### src/rtl/mem_map_pkg.sv
// Shared memory map for the CPU bus controller: region and FSM enums,
// address window constants and the address decode helpers.
package mem_map_pkg;

   typedef enum logic [1:0] {
      REG_RAM = 2'd0,
      REG_IO  = 2'd1,
      REG_ROM = 2'd2
   } region_t;

   typedef enum logic [1:0] {
      ST_IDLE   = 2'd0,
      ST_ACCESS = 2'd1,
      ST_DONE   = 2'd2
   } state_t;

   localparam int WAIT_W = 3;

   localparam logic [15:0] RAM_BASE  = 16'h0000;
   localparam logic [15:0] RAM_LIMIT = 16'h5FFF;
   localparam logic [15:0] IO_BASE   = 16'h6000;
   localparam logic [15:0] IO_LIMIT  = 16'h7FFF;
   localparam logic [15:0] ROM_BASE  = 16'h8000;
   localparam logic [15:0] ROM_LIMIT = 16'hFFFF;

   function automatic logic in_range(input logic [15:0] addr,
                                     input logic [15:0] base,
                                     input logic [15:0] limit);
      return (addr >= base) && (addr <= limit);
   endfunction

   // Any address outside the IO and ROM windows lands in RAM.
   function automatic region_t decode_region(input logic [15:0] addr);
      region_t region;
      region = REG_RAM;
      if (in_range(addr, ROM_BASE, ROM_LIMIT)) begin
         region = REG_ROM;
      end else if (in_range(addr, IO_BASE, IO_LIMIT)) begin
         region = REG_IO;
      end else if (in_range(addr, RAM_BASE, RAM_LIMIT)) begin
         region = REG_RAM;
      end
      return region;
   endfunction

   function automatic logic [WAIT_W-1:0] region_wait(input region_t region,
                                                     input logic [WAIT_W-1:0] romWait,
                                                     input logic [WAIT_W-1:0] ramWait,
                                                     input logic [WAIT_W-1:0] ioWait);
      logic [WAIT_W-1:0] waitValue;
      case (region)
         REG_ROM: waitValue = romWait;
         REG_IO:  waitValue = ioWait;
         default: waitValue = ramWait;
      endcase
      return waitValue;
   endfunction

endpackage

### src/rtl/wait_counter.sv
// Wait-state down-counter: loaded when an access is accepted, counts down
// once per ACCESS cycle and flags zero on the final ACCESS cycle.
module wait_counter
   import mem_map_pkg::*;
(
   input  logic              clk,
   input  logic              reset,
   input  logic              i_load,
   input  logic [WAIT_W-1:0] i_loadValue,
   input  logic              i_dec,
   output logic              o_zero
);

   logic [WAIT_W-1:0] r_count;

   // Load wins over decrement; the count saturates at zero.
   always_ff @(posedge clk) begin
      if (reset) begin
         r_count <= '0;
      end else if (i_load) begin
         r_count <= i_loadValue;
      end else if (i_dec && (r_count != '0)) begin
         r_count <= r_count - 1'b1;
      end
   end

   assign o_zero = (r_count == '0);

endmodule

### src/rtl/mem_bus_ctrl.sv
// CPU memory bus controller: decodes a latched CPU address to RAM, IO or
// ROM, inserts per-region wait states and returns a one-cycle ack.
module mem_bus_ctrl
   import mem_map_pkg::*;
#(
   parameter int ROM_WAIT = 1,
   parameter int RAM_WAIT = 0,
   parameter int IO_WAIT  = 2
) (
   input  logic        clk,
   input  logic        reset,
   input  logic        cpu_req,
   input  logic [15:0] cpu_addr,
   input  logic        cpu_rw,
   input  logic [7:0]  cpu_wdata,
   output logic [7:0]  cpu_rdata,
   output logic        cpu_ack,
   output logic        rom_oe,
   output logic [14:0] rom_addr,
   input  logic [7:0]  rom_data,
   output logic        ram_cs,
   output logic        ram_we,
   output logic [14:0] ram_addr,
   output logic [7:0]  ram_wdata,
   input  logic [7:0]  ram_rdata,
   output logic        io_cs,
   output logic        io_we,
   output logic [3:0]  io_addr,
   output logic [7:0]  io_wdata,
   input  logic [7:0]  io_rdata,
   output logic        rom_wr_err
);

   localparam logic [WAIT_W-1:0] ROM_WAIT_C = WAIT_W'(ROM_WAIT);
   localparam logic [WAIT_W-1:0] RAM_WAIT_C = WAIT_W'(RAM_WAIT);
   localparam logic [WAIT_W-1:0] IO_WAIT_C  = WAIT_W'(IO_WAIT);

   state_t            r_state;
   state_t            w_nextState;
   logic [15:0]       r_addr;
   logic              r_rw;
   logic [7:0]        r_wdata;
   logic [7:0]        r_rdata;
   logic              r_romWrErr;
   region_t           w_reqRegion;
   region_t           w_curRegion;
   logic              w_accept;
   logic              w_waitZero;
   logic              w_finalCycle;
   logic [WAIT_W-1:0] w_loadValue;
   logic [7:0]        w_rdMux;

   assign w_reqRegion  = decode_region(cpu_addr);
   assign w_curRegion  = decode_region(r_addr);
   assign w_accept     = (r_state == ST_IDLE) && cpu_req;
   assign w_finalCycle = (r_state == ST_ACCESS) && w_waitZero;
   assign w_loadValue  = region_wait(w_reqRegion, ROM_WAIT_C, RAM_WAIT_C, IO_WAIT_C);

   wait_counter u_waitCounter (
      .clk         (clk),
      .reset       (reset),
      .i_load      (w_accept),
      .i_loadValue (w_loadValue),
      .i_dec       (r_state == ST_ACCESS),
      .o_zero      (w_waitZero)
   );

   always_ff @(posedge clk) begin
      if (reset) begin
         r_state <= ST_IDLE;
      end else begin
         r_state <= w_nextState;
      end
   end

   // Requests are only looked at in IDLE, so anything arriving later is dropped.
   always_comb begin
      w_nextState = r_state;
      case (r_state)
         ST_IDLE:   if (cpu_req) w_nextState = ST_ACCESS;
         ST_ACCESS: if (w_waitZero) w_nextState = ST_DONE;
         ST_DONE:   w_nextState = ST_IDLE;
         default:   w_nextState = ST_IDLE;
      endcase
   end

   // A ROM write still runs through ACCESS for timing, just with rom_oe held low.
   always_comb begin
      cpu_ack = 1'b0;
      rom_oe  = 1'b0;
      ram_cs  = 1'b0;
      ram_we  = 1'b0;
      io_cs   = 1'b0;
      io_we   = 1'b0;
      case (r_state)
         ST_ACCESS: begin
            rom_oe = (w_curRegion == REG_ROM) && r_rw;
            ram_cs = (w_curRegion == REG_RAM);
            io_cs  = (w_curRegion == REG_IO);
            ram_we = (w_curRegion == REG_RAM) && !r_rw && w_waitZero;
            io_we  = (w_curRegion == REG_IO) && !r_rw && w_waitZero;
         end
         ST_DONE: cpu_ack = 1'b1;
         default: cpu_ack = 1'b0;
      endcase
   end

   always_ff @(posedge clk) begin
      if (reset) begin
         r_addr  <= '0;
         r_rw    <= 1'b0;
         r_wdata <= '0;
      end else if (w_accept) begin
         r_addr  <= cpu_addr;
         r_rw    <= cpu_rw;
         r_wdata <= cpu_wdata;
      end
   end

   always_comb begin
      case (w_curRegion)
         REG_ROM: w_rdMux = rom_data;
         REG_IO:  w_rdMux = io_rdata;
         default: w_rdMux = ram_rdata;
      endcase
   end

   // Read data is captured once, on the last ACCESS cycle, and held across writes.
   always_ff @(posedge clk) begin
      if (reset) begin
         r_rdata <= '0;
      end else if (w_finalCycle && r_rw) begin
         r_rdata <= w_rdMux;
      end
   end

   always_ff @(posedge clk) begin
      if (reset) begin
         r_romWrErr <= 1'b0;
      end else if (w_accept && !cpu_rw && (w_reqRegion == REG_ROM)) begin
         r_romWrErr <= 1'b1;
      end
   end

   // The ROM is 8 KiB, so the upper address bits are dropped to mirror it.
   assign rom_addr   = {2'b00, r_addr[12:0]};
   assign ram_addr   = r_addr[14:0];
   assign io_addr    = r_addr[3:0];
   assign ram_wdata  = r_wdata;
   assign io_wdata   = r_wdata;
   assign cpu_rdata  = r_rdata;
   assign rom_wr_err = r_romWrErr;

endmodule

### config.mk
export PLATFORM = sky130hd
export DESIGN_NAME = mem_bus_ctrl
export DESIGN_NICKNAME = d
export VERILOG_FILES = /design/src/rtl/mem_map_pkg.sv /design/src/rtl/wait_counter.sv /design/src/rtl/mem_bus_ctrl.sv
export SDC_FILE = /design/constraint.sdc
export NUM_CORES = 1
export LEC_CHECK = 0
export ABC_AREA = 0
export BUFFER_PORTS_ARGS = -buffer_cell sky130_fd_sc_hd__buf_2
export CORE_ASPECT_RATIO = 1.2
export CORE_MARGIN = 8
export CORE_UTILIZATION = 32
export CTS_CLUSTER_DIAMETER = 150
export DETAILED_ROUTE_END_ITERATION = 12
export GPL_ROUTABILITY_DRIVEN = 0
export GPL_TIMING_DRIVEN = 0
export SKIP_CTS_REPAIR_TIMING = 1
export SYNTH_ARGS = -nofsm -noshare
export SYNTH_HDL_FRONTEND = slang
export SYNTH_SLANG_ARGS = --single-unit
### constraint.sdc
create_clock -name clk -period 1.9 [get_ports clk]
set_input_delay 0.095 -clock clk [delete_from_list [all_inputs] [get_ports clk]]
set_output_delay 0.095 -clock clk [all_outputs]
set_load 0.05 [all_outputs]
==> impl_metrics.json <==
{
  "worstRegToRegCells": 6,
  "dr_total_vias": 2001,
  "antenna_cells": 0,
  "grt_pass1_vias": 1977,
  "synthTopCellsByCount": "54 x nand2_1, 43 x buf_4, 39 x dfxtp_1, 34 x a21oi_1, 11 x inv_1",
  "yosys_warnings": 0,
  "r2r-end": "u_waitCounter.r_count[1]$_SDFFE_PP0P_",
  "start_util_pct": 33.2,
  "syn_area_mm2": 0.00202,
  "die_w_um": 88.5,
  "final_nets": 432,
  "syn_to_final_growth_pct": 41.1,
  "grt_pass1_wl_um": 8930,
  "max-slew-margin-rel_pct": 65.2,
  "fmax_mhz": 540,
  "setup_slack_ns": 0.0486,
  "cp-start-kind": "register",
  "p_total_mw": 2.43,
  "synth_cell_types": 34,
  "stdcell_count": 461,
  "worstSkewPairLatency_ns": 0.29,
  "avgViaCountPerCell": 4.34,
  "synth_ff_type": "dfxtp_1",
  "cts-root-buf": "clkbuf_8",
  "antenna_found_initial": 0,
  "numCtsBuffers": 5,
  "avgSynthCellArea_um2": 7.99,
  "gr-total-overflow": 0,
  "netlist_top_cells_area": "dfxtp_1 39%, buf_4 16%, nand2_1 10%, a21oi_1 8.4%, a22o_1 3.5%",
  "finalHoldWorstSlack_ns": 0.0381,
  "drive_gt1_share_pct": 49.1,
  "ant_nets": 0,
  "cp-end-kind": "output pin",
  "clockBufferDepth": 2,
  "clock-sinks": 39,
  "run_status": "complete, no violations",
  "cap_violations": 0,
  "dp_hpwl_um": 4590,
  "critPathArrivalTime_ns": 1.76,
  "required_ns": 1.80,
  "yosysMostFrequentCell": "nand2_1",
  "drc_errors": 0,
  "maxSlewViolCount": 0,
  "ys_seq_elements": 39,
  "tritoncts": "done",
  "setup_viol": 0,
  "worst_clock_skew_ns": 0.00342,
  "drtIter0Drc": 70,
  "min_to": "r_addr[8]$_SDFFE_PP0P_",
  "tightestPinTransition_ns": 0.522,
  "fin_crit_ns": 1.85,
  "rrSetupSlack_ns": 0.45,
  "dr.pass1.iters": 4,
  "grt_usage_pct": 12.3,
  "final_util_pct": 46.8,
  "synth_edf_count": 0,
  "dpl-instance-area_mm2": 0.00270,
  "yosysTopAreaCell": "dfxtp_1",
  "setup_tns_ns": 0,
  "cts-htree-levels": 2,
  "vdd_ir_drop_max_mv": 0.284,
  "critPathKind": "reg2out",
  "final_area_mm2": 0.00285,
  "hold_path.class": "in2reg",
  "power_density_mw_per_mm2": 851,
  "synthArstFlopShare_pct": 0,
  "leakagePower_nw": 1.55,
  "syn_inst": 253,
  "period_share_pct": 97.4,
  "synth.top_cell.area_share_pct": 38.6,
  "hold_path_depth": 3,
  "wl_per_cell_um": 12.6,
  "min_from": "cpu_addr[8]",
  "fp.dieH_um": 103,
  "dieArea_mm2": 0.00912,
  "io_pins": 117,
  "r2r_start": "u_waitCounter.r_count[0]$_SDFFE_PP0P_",
  "core.rowCount": 31,
  "post-place-ws_ns": 0.229,
  "wl_um": 5820,
  "placeableCoreArea_mm2": 0.00609,
  "portBuffers": 113,
  "worst-path-max-fanout": 3,
  "timing_hold_violations_final": 0,
  "dp_cells": 449,
  "synth_seq_area_share_pct": 38.6,
  "grt_max_degree": 12,
  "clkTransAtPathRegs_ns": 0.07
}
sequential cells by signal (all words and copies together), names as in the netlist:
name and flops:
cpu_rdata 8, io_wdata 8, r_addr 16, r_rw 1, r_state 2, rom_wr_err 1
u_waitCounter.r_count 3
placed cells by master (no fill, tap or decap), types with 2 or more instances in the layout:
cell | synthesis | routed
a211oi_1 | 8 | 8
a21oi_1 | 34 | 34
a22o_1 | 8 | 8
a31oi_1 | 2 | 2
and2_1 | 2 | 2
and2b_4 | 2 | 2
and3_1 | 9 | 9
buf_2 | 2 | 113
buf_4 | 43 | 47
buf_6 | 2 | 4
clkbuf_1 | 8 | 10
clkbuf_8 | 0 | 5
conb_1 | 1 | 2
dfxtp_1 | 39 | 37
dfxtp_2 | 0 | 2
inv_1 | 11 | 9
inv_2 | 0 | 2
nand2_1 | 54 | 54
nor2_1 | 7 | 6
nor3_1 | 3 | 3
how the worst max path moves through the flow:
stage	slack (ns)	start	end
4_1_cts	-0.1	u_waitCounter.r_count[0]$_SDFFE_PP0P_	ram_we
2_1_floorplan	0.03	u_waitCounter.r_count[0]$_SDFFE_PP0P_	io_we
3_3_place_gp	0.23	u_waitCounter.r_count[0]$_SDFFE_PP0P_	ram_we
6_report	0.05	u_waitCounter.r_count[0]$_SDFFE_PP0P_	ram_we
5_1_grt	-0.009	u_waitCounter.r_count[0]$_SDFFE_PP0P_	ram_we
3_5_place_dp	0.23	u_waitCounter.r_count[0]$_SDFFE_PP0P_	ram_we
where the power goes:
group | leakage, nW | internal, mW | switching (mW) | total (mW)
clock network | 0.0422 | 0.258 | 0.284 | 0.541
registers | 0.320 | 0.880 | 0.0486 | 0.929
logic | 1.18 | 0.341 | 0.614 | 0.955
total | 1.55 | 1.48 | 0.946 | 2.43
layout make-up:
cell class                 instances  area, µm²
clock inverter                     1       5.00
buffer                            56        389
clock buffer                       7       76.3
inverter                          11       41.3
tap                               82        103
multi-input combinational        148        846
timing repair buffer             117        608
sequential                        39        783
fill                             640       3240
logic make-up (layout without fill, tap and decap cells):
family,after synthesis,after routing,share of synthesized area [%]
AND/OR/NAND/NOR,85,85,20.2
buffers and inverters,67,192,21.3
AO/OA/AOI/OAI,58,58,18.0
flip-flops,39,39,38.6
adder cells (fa/ha/maj),2,2,1.24
other,1,2,0.186
multiplexers,1,1,0.495
routing by layer:
layer	part of all wire (%)	vias to the layer above	GRT usage, %
li1	-	1040	-
met1	41	882	13.9
met2	49	73	21.4
met3	9.2	6	3.99
met4	1.1	0	3.52
met5	0	-	0
worst max-delay path, stage by stage (launching register included):
cell and delay (ns):
dfxtp_2 0.33, inv_2 0.08, ha_4 0.13, and2b_4 0.18, nand2_4 0.06, or3_4 0.39, a21oi_4 0.13, buf_6 0.17
Power figures use the tool's default switching activity.
